===== config.mk =====
export PLATFORM = sky130hd
export DESIGN_NAME = encoder_16x4_arb_flat
export DESIGN_NICKNAME = d
export VERILOG_FILES = /design/src/rtl/encoder_16x4_arb_pkg.sv /design/src/rtl/encoder_16x4_arb_if.sv /design/src/rtl/encoder_16x4_arb_prio_enc16.sv /design/src/rtl/encoder_16x4_arb.sv /design/src/flat_wrapper.sv
export SDC_FILE = /design/constraint.sdc
export NUM_CORES = 1
export LEC_CHECK = 0
export BUFFER_PORTS_ARGS = -buffer_cell sky130_fd_sc_hd__buf_2
export CORE_MARGIN = 2
export CORE_UTILIZATION = 52
export CTS_BUF_LIST = sky130_fd_sc_hd__clkbuf_4
export CTS_CLUSTER_SIZE = 14
export DETAILED_ROUTE_END_ITERATION = 10
export PLACE_DENSITY = 0.83
export SYNTH_ARGS = -nofsm -noshare
export SYNTH_HDL_FRONTEND = slang
export SYNTH_SLANG_ARGS = --single-unit

===== constraint.sdc =====
create_clock -name clk -period 3.6 [get_ports clk]
set_input_delay 0.36 -clock clk [delete_from_list [all_inputs] [get_ports clk]]
set_output_delay 0.36 -clock clk [all_outputs]
set_load 0.1 [all_outputs]

===== src/rtl/encoder_16x4_arb_pkg.sv =====
// encoder_pkg: shared constants, FSM states and onehot helper for the 16x4 encoder/decoder pair
package encoder_pkg;
  localparam int N = 16;
  localparam int IW = 4;
  localparam int OH_W = N;
  localparam int IDX_W = IW;
  typedef enum logic {IDLE, GRANT} state_t;
  function automatic logic [OH_W-1:0] onehot(input logic [IDX_W-1:0] i);
    return OH_W'(1) << i;
  endfunction
endpackage


===== src/rtl/encoder_16x4_arb_if.sv =====
// encoder_16x4_arb_if: request capture and grant handshake bundle
interface encoder_16x4_arb_if import encoder_pkg::*; ();
  logic enable;
  logic [N-1:0] req;
  logic ack;
  logic [IW-1:0] idx;
  logic valid;
  logic [N-1:0] pending;
  modport master(output enable, req, ack, input idx, valid, pending);
  modport slave(input enable, req, ack, output idx, valid, pending);
endinterface


===== src/rtl/encoder_16x4_arb_prio_enc16.sv =====
// prio_enc16: combinational priority encoder searching downward from start, wrapping 0 to 15
module prio_enc16 import encoder_pkg::*; (
  input  logic [N-1:0]  v_i,
  input  logic [IW-1:0] start_i,
  output logic [IW-1:0] idx_o,
  output logic          any_o
);
  // farthest-from-start candidates first so the nearest set bit is assigned last
  always_comb begin
    idx_o = '0;
    any_o = |v_i;
    for (int i = N - 1; i >= 0; i--)
      if (v_i[start_i - IW'(i)]) idx_o = start_i - IW'(i);
  end
endmodule


===== src/rtl/encoder_16x4_arb.sv =====
// encoder_16x4_arb: registered 16-to-4 request encoder with valid/ack grant handshake
// ENCODER_ROUND_ROBIN_EN selects rotating priority instead of fixed highest-index priority
module encoder_16x4_arb import encoder_pkg::*; (
  input logic clk,
  input logic reset_n,
  encoder_16x4_arb_if.slave bus
);
  state_t state_q, state_d;
  logic [N-1:0] pending_q, pending_d, ackmask;
  logic [IW-1:0] idx_q, idx_d, enc_idx, start;
  logic enc_any, accept, load;
  assign accept = (state_q == GRANT) && bus.ack;
  assign ackmask = accept ? onehot(idx_q) : '0;
  assign pending_d = (pending_q & ~ackmask) | (bus.enable ? bus.req : '0);
  assign load = (state_q == IDLE) || bus.ack;
`ifdef ENCODER_ROUND_ROBIN_EN
  logic [IW-1:0] rr_q, rr_d;
  // search for the next grant must already start below the index being accepted
  assign rr_d = accept ? idx_q - 1'b1 : rr_q;
  assign start = rr_d;
  always_ff @(posedge clk or negedge reset_n)
    if (!reset_n) rr_q <= '1;
    else rr_q <= rr_d;
`else
  assign start = '1;
`endif
  prio_enc16 u_enc (
    .v_i(pending_d),
    .start_i(start),
    .idx_o(enc_idx),
    .any_o(enc_any)
  );
  always_comb begin
    state_d = load ? (enc_any ? GRANT : IDLE) : state_q;
    idx_d = (load && enc_any) ? enc_idx : idx_q;
  end
  always_ff @(posedge clk or negedge reset_n)
    if (!reset_n) begin
      state_q <= IDLE;
      idx_q <= '0;
      pending_q <= '0;
    end else begin
      state_q <= state_d;
      idx_q <= idx_d;
      pending_q <= pending_d;
    end
  assign bus.idx = idx_q;
  assign bus.valid = state_q == GRANT;
  assign bus.pending = pending_q;
endmodule


===== src/flat_wrapper.sv =====
// flat-port wrapper written by rule: the top's interface ports become plain ports
module encoder_16x4_arb_flat import encoder_pkg::*;
  (clk, reset_n, bus_enable, bus_req, bus_ack, bus_idx, bus_valid, bus_pending);
  encoder_16x4_arb_if bus_i ();
  input logic clk;
  input logic reset_n;
  input wire logic [$bits(bus_i.enable)-1:0] bus_enable;
  input wire logic [$bits(bus_i.req)-1:0] bus_req;
  input wire logic [$bits(bus_i.ack)-1:0] bus_ack;
  output wire logic [$bits(bus_i.idx)-1:0] bus_idx;
  output wire logic [$bits(bus_i.valid)-1:0] bus_valid;
  output wire logic [$bits(bus_i.pending)-1:0] bus_pending;
  assign bus_i.enable = bus_enable;
  assign bus_i.req = bus_req;
  assign bus_i.ack = bus_ack;
  assign bus_idx = bus_i.idx;
  assign bus_valid = bus_i.valid;
  assign bus_pending = bus_i.pending;
  encoder_16x4_arb u_core (.clk(clk), .reset_n(reset_n), .bus(bus_i));
endmodule

== After elaboration in Yosys (flattened, before gate mapping) ==
Cells that the tools add are included.
Operators by class
  shift operators: 1
  muxes and demuxes: 18
  bitwise logic cells: 4
  reduce and logical (&&, ||, !) cells: 4
Operators by type and width (count)
  $mux W4: 14
  $mux W16: 2
  $and A16 B16 Y16: 1
  $not A16 Y16: 1
  $or A16 B16 Y16: 1
  $reduce_or A16 Y1: 1
  $shl A1 B4 Y16 const A: 1
  $logic_and A1 B1 Y1: 2
  $mux W1: 2
  $logic_or A1 B1 Y1: 1
  $not A1 Y1: 1
Storage, ports and cells
  bits in registers: 21
  output and inout port bits: 21

== Logic depth before layout (Yosys ltp) ==
  depth in word-level cells: 20
  gate-level depth with buffers: 8
  mapped depth without buffers: 7

== By module ==
From an unflattened synthesis, not the netlist that was laid out.
Unflattened totals
  cell total of the unflattened synthesis: 345
  area, all modules: 3061.7 µm²
By module, submodules not included
  prio_enc16: instances 1, cells an instance 258, area an instance 2173.3 µm²
  encoder_16x4_arb: instances 1, cells an instance 87, area an instance 888.4 µm²

== Worst setup path before layout ==
Ideal clock, no wire load.
  path type: register to register
  start: register u_core.idx_q[0] (netlist: u_core.bus.idx[0])
  end: register u_core.idx_q[0] (netlist: u_core.bus.idx[0])
  setup time: 0.147 ns
  arrival time: 2.575 ns
  required time: 3.453 ns
  path slack: 0.879 ns
  cell stages (with the launch flop): 9
  path buffers: 1
  clock period less this slack: 2.721 ns
  cells stage by stage: dfrtp_1 -> buf_2 -> mux2_4 -> o32ai_2 -> nand2_2 -> nor4_4 -> a31oi_4 -> nor2_1 -> a41oi_2
On the way
  word-level cells in the longest chain between the ends: 20
Ends and longest elaborated chain
  start: declaration: RTL line encoder_16x4_arb.sv:10  | logic [IW-1:0] idx_q, idx_d, enc_idx, start;
  start signal: assignment: RTL line encoder_16x4_arb.sv:44  | idx_q <= idx_d;
  $shl A1 B4 Y16 (*): RTL line encoder_16x4_arb_pkg.sv:9  | return OH_W'(1) << i;
  $mux W16 (*): RTL line encoder_16x4_arb.sv:13  | assign ackmask = accept ? onehot(idx_q) : '0;
  $not A16 Y16 (*): RTL line encoder_16x4_arb.sv:14  | assign pending_d = (pending_q & ~ackmask) | (bus.enable ? bus.req : '0);
  $and A16 B16 Y16 (*): RTL line encoder_16x4_arb.sv:14
  $or A16 B16 Y16 (*): RTL line encoder_16x4_arb.sv:14
  $mux W1: RTL line encoder_16x4_arb_prio_enc16.sv:13  | if (v_i[start_i - IW'(i)]) idx_o = start_i - IW'(i);
  $mux W4 (14 in a row): RTL line encoder_16x4_arb_prio_enc16.sv:13
Every way passes the cells marked *; elsewhere a longest branch is shown, timed or not.
A chain may end at the register's enable or synchronous reset.

== Final worst setup path ==
Ends and elaborated chain as after synthesis.

==> results.toml <==
[worst_setup_path]
crit-reg2reg-capture = "u_core.bus.idx[0]$_DFFE_PN0P_"
timing.critical_path.fanout_max = 12
worstSetupEndpointType = "register"
cp.buffers_inverters = 0
critical_path_class = "reg2reg"
startpoint_type = "register"
r2r_slack_ns = 1.40
rr_worst_depth = 7
critPathTopFamily = "simple AND/OR/NAND/NOR gates"
worst-endpoint-arrival_ns = 2.37
cp.required_ns = 3.77
critical_path_cell_by_cell = "mux2_4, o32ai_2, nand2_2, nor4_4, a31oi_4, nor2_1, a41oi_2"
cp_slowest_cell = "sky130_fd_sc_hd__dfrtp_1"
cpPeakStageDelay_ns = 0.61
reg_to_reg_critical_path_startpoint = "u_core.bus.idx[0]$_DFFE_PN0P_"

[synthesis]
synth.net_count = 137
syn-instance-count = 117
number_of_library_cell_types_mapped_by_synthesis = 41
ys_async_sr_fraction_pct = 100
synth.cell_area_sq_um = 1160
postSynthRegisterBits = 21
synth_area_per_cell_sq_um = 9.93
post_synth_edffs = 0
yosysWarnings = 0
synth-seq-area-share_pct = 45.2
postSynth.topFlopCell = "sky130_fd_sc_hd__dfrtp_1"

[clock_network]
cts_tree = "built"
clkSlewWorstSetupHoldPaths_ns = 0.11
clk_lat_worst_skew_ns = 0.29
cts_root_buffer = "sky130_fd_sc_hd__clkbuf_4"
numClockSinks = 21
clock_tree.htree_level_count = 1
count_of_cells_resized_by_post_cts_repair = 0
cts_inserted_buffers = 3
max-clock-path-buffers = 2
post_cts.repair.setup_buffers = 0
hold_buffers = 0

[die]
placementRows = 17
floorplan.initialDensity_pct = 53.6
fp.dieArea_sq_um = 2630
ios = 41
chipHeight_microns = 51.3
die_x_microns = 51.3
core_sq_um = 2170

[cells_and_area]
synthToLayoutAreaGrowth_pct = 21.0
layout.core_utilization_pct = 64.8
layout.cells.most_common = "sky130_fd_sc_hd__buf_2"
final_layout_size_suffix_gt1_share_pct = 36.9
finalInstanceArea_sq_um = 1410
antenna_cells_inserted = 0
design.final.nets = 178
most-common-layout-cells = "sky130_fd_sc_hd__buf_2, sky130_fd_sc_hd__nand2_1, sky130_fd_sc_hd__dfrtp_1, sky130_fd_sc_hd__o21ai_0"

[power_and_ir_drop]
peakVddDrop_mv = 0.361
power.clock.fraction_pct = 18.8
power_report.internal_total_uw = 349
power_switching_share_pct = 44.1
p_switching_uw = 276
totalPowerFinal_uw = 625
pwr_density_cell_nw_per_um2 = 445
leakagePower_uw = 0.000554
power.combinational.fraction_pct = 37.0
power_frac_seq_pct = 44.2

[detailed_routing]
route.layer.met1.wl_mm = 1.24
ant_nets = 0
dr.first_iter.drc_count = 26
route.met3.wl_microns = 162
remaining_routing_drc_violations = 0
viasPerCell = 5.75
wl_per_cell_microns = 15.4
maxUsedRoutingLayer = "met4"
drt_pre_antenna_iters = 4
vias_after_detailed_routing = 1064
totalWireLength_mm = 2.84
wl_met2_mm = 1.38

[placement]
placedInstanceArea_sq_um = 1380
buffer_ports.inserted = 40
dpl.hpwl_mm = 2.20
dp_slack_ns = 1.42
gp_routability_congestion = 0.917

[run_status]
failing_checks = "negative hold slack"
run_status = "finished, violations left"

[worst_hold_path]
min_path_type = "in2async"

[timing]
period_needed_ns = 2.20
timing.setup.tns_ns = 0
slew_violations = 0
finalHoldViolations = 8
holdWs_ns = -0.00456
worst_margin_slew_ns = 0.488
fin_skew_ns = 0.00611
setup-violations-final = 0
rsz0062_at_grt = "false"
timing.fmax_ghz = 0.454
period_share_pct = 61.2
fin_ws_ns = 1.40
timing.slew.headroom_pct = 67.7

[grt]
grt_max_degree = 22
grt_ovf = 0
grt_usage_pct = 22.9
number_of_global_route_vias_before_repair = 985
grt_first_pass_wirelength_mm = 4.47
grt_antenna_before_repair = 0

[job]
drv_cap = 0
[power groups by stage]
stage | Sequential, uW | Clock (uW) | Combinational, uW
after CTS | 276 | 121 | 231
after global placement | 279 | 0 | 229
after global routing | 279 | 132 | 241
after floorplan | 394 | 0 | 68.4
final | 277 | 117 | 231
after detailed placement | 281 | 0 | 231
[flip-flops by register name, summed over array words and instances, names as in the netlist]
register / count
u_core.bus.pending: 16
u_core.bus.idx: 4
u_core.bus.valid: 1
[cell families after synthesis]
logic type / count (synthesis) / share of synthesized area, %
buf+inv: 8 / 3.12
compound gates: 36 / 23.4
mux: 1 / 1.29
flops: 21 / 45.2
simple gates: 51 / 27.0
[layer usage]
layer | track usage [%] | vias to the layer above
li1 | - | 515
met1 | 30.9 | 504
met2 | 35.5 | 37
met3 | 3.51 | 8
met4 | 12.3 | 0
met5 | 0 | -
[how the worst max path moves through the flow]
stage | start | slack, ns | end | depth (start not counted)
finish | u_core.bus.idx[0]$_DFFE_PN0P_ | 1.40 | u_core.bus.idx[0]$_DFFE_PN0P_ | 7
CTS | u_core.bus.idx[0]$_DFFE_PN0P_ | 1.39 | u_core.bus.idx[0]$_DFFE_PN0P_ | 7
floorplan | u_core.bus.idx[0]$_DFFE_PN0P_ | 0.88 | u_core.bus.idx[0]$_DFFE_PN0P_ | 8
global route | u_core.bus.idx[0]$_DFFE_PN0P_ | 1.26 | u_core.bus.idx[2]$_DFFE_PN0P_ | 7
detailed placement | u_core.bus.idx[0]$_DFFE_PN0P_ | 1.42 | u_core.bus.idx[0]$_DFFE_PN0P_ | 7
global placement | u_core.bus.idx[0]$_DFFE_PN0P_ | 1.50 | u_core.bus.idx[0]$_DFFE_PN0P_ | 7
[cell usage after synthesis, types with 2 or more instances]
cell                       number  area (sq um)
sky130_fd_sc_hd__nand2_1       25          93.8
sky130_fd_sc_hd__dfrtp_1       21           526
sky130_fd_sc_hd__o21ai_0       11          55.1
sky130_fd_sc_hd__inv_1          4          15.0
sky130_fd_sc_hd__nor2_1         4          15.0
sky130_fd_sc_hd__a21oi_1        3          15.0
sky130_fd_sc_hd__a31oi_1        3          18.8
sky130_fd_sc_hd__nor3_1         3          15.0
sky130_fd_sc_hd__a21boi_0       2          15.0
sky130_fd_sc_hd__a221o_1        2          20.0
sky130_fd_sc_hd__a22oi_1        2          15.0
sky130_fd_sc_hd__buf_2          2          10.0
sky130_fd_sc_hd__nand3_1        2          10.0
sky130_fd_sc_hd__nand3b_1       2          15.0
sky130_fd_sc_hd__nand4b_1       2          17.5
sky130_fd_sc_hd__nor3_2         2          20.0
sky130_fd_sc_hd__o21a_1         2          15.0
sky130_fd_sc_hd__o31ai_1        2          15.0
[cell type report]
type | instances | area (sq um)
Clock buffer | 4 | 30.0
Fill cell | 202 | 763
Inverter | 4 | 15.0
Multi-Input combinational cell | 88 | 601
Sequential cell | 21 | 526
Tap cell | 28 | 35.0
Timing Repair Buffer | 40 | 200
[metrics by stage]
step / hold slack [ns] / instances
floorplan: 0.0644 / 117
global placement: 0.333 / 181
detailed placement: 0.339 / 181
CTS: 0.00560 / 185
global route: 0.0270 / 185
finish: -0.00456 / 185
No activity file was read; power rests on OpenSTA's default activity.
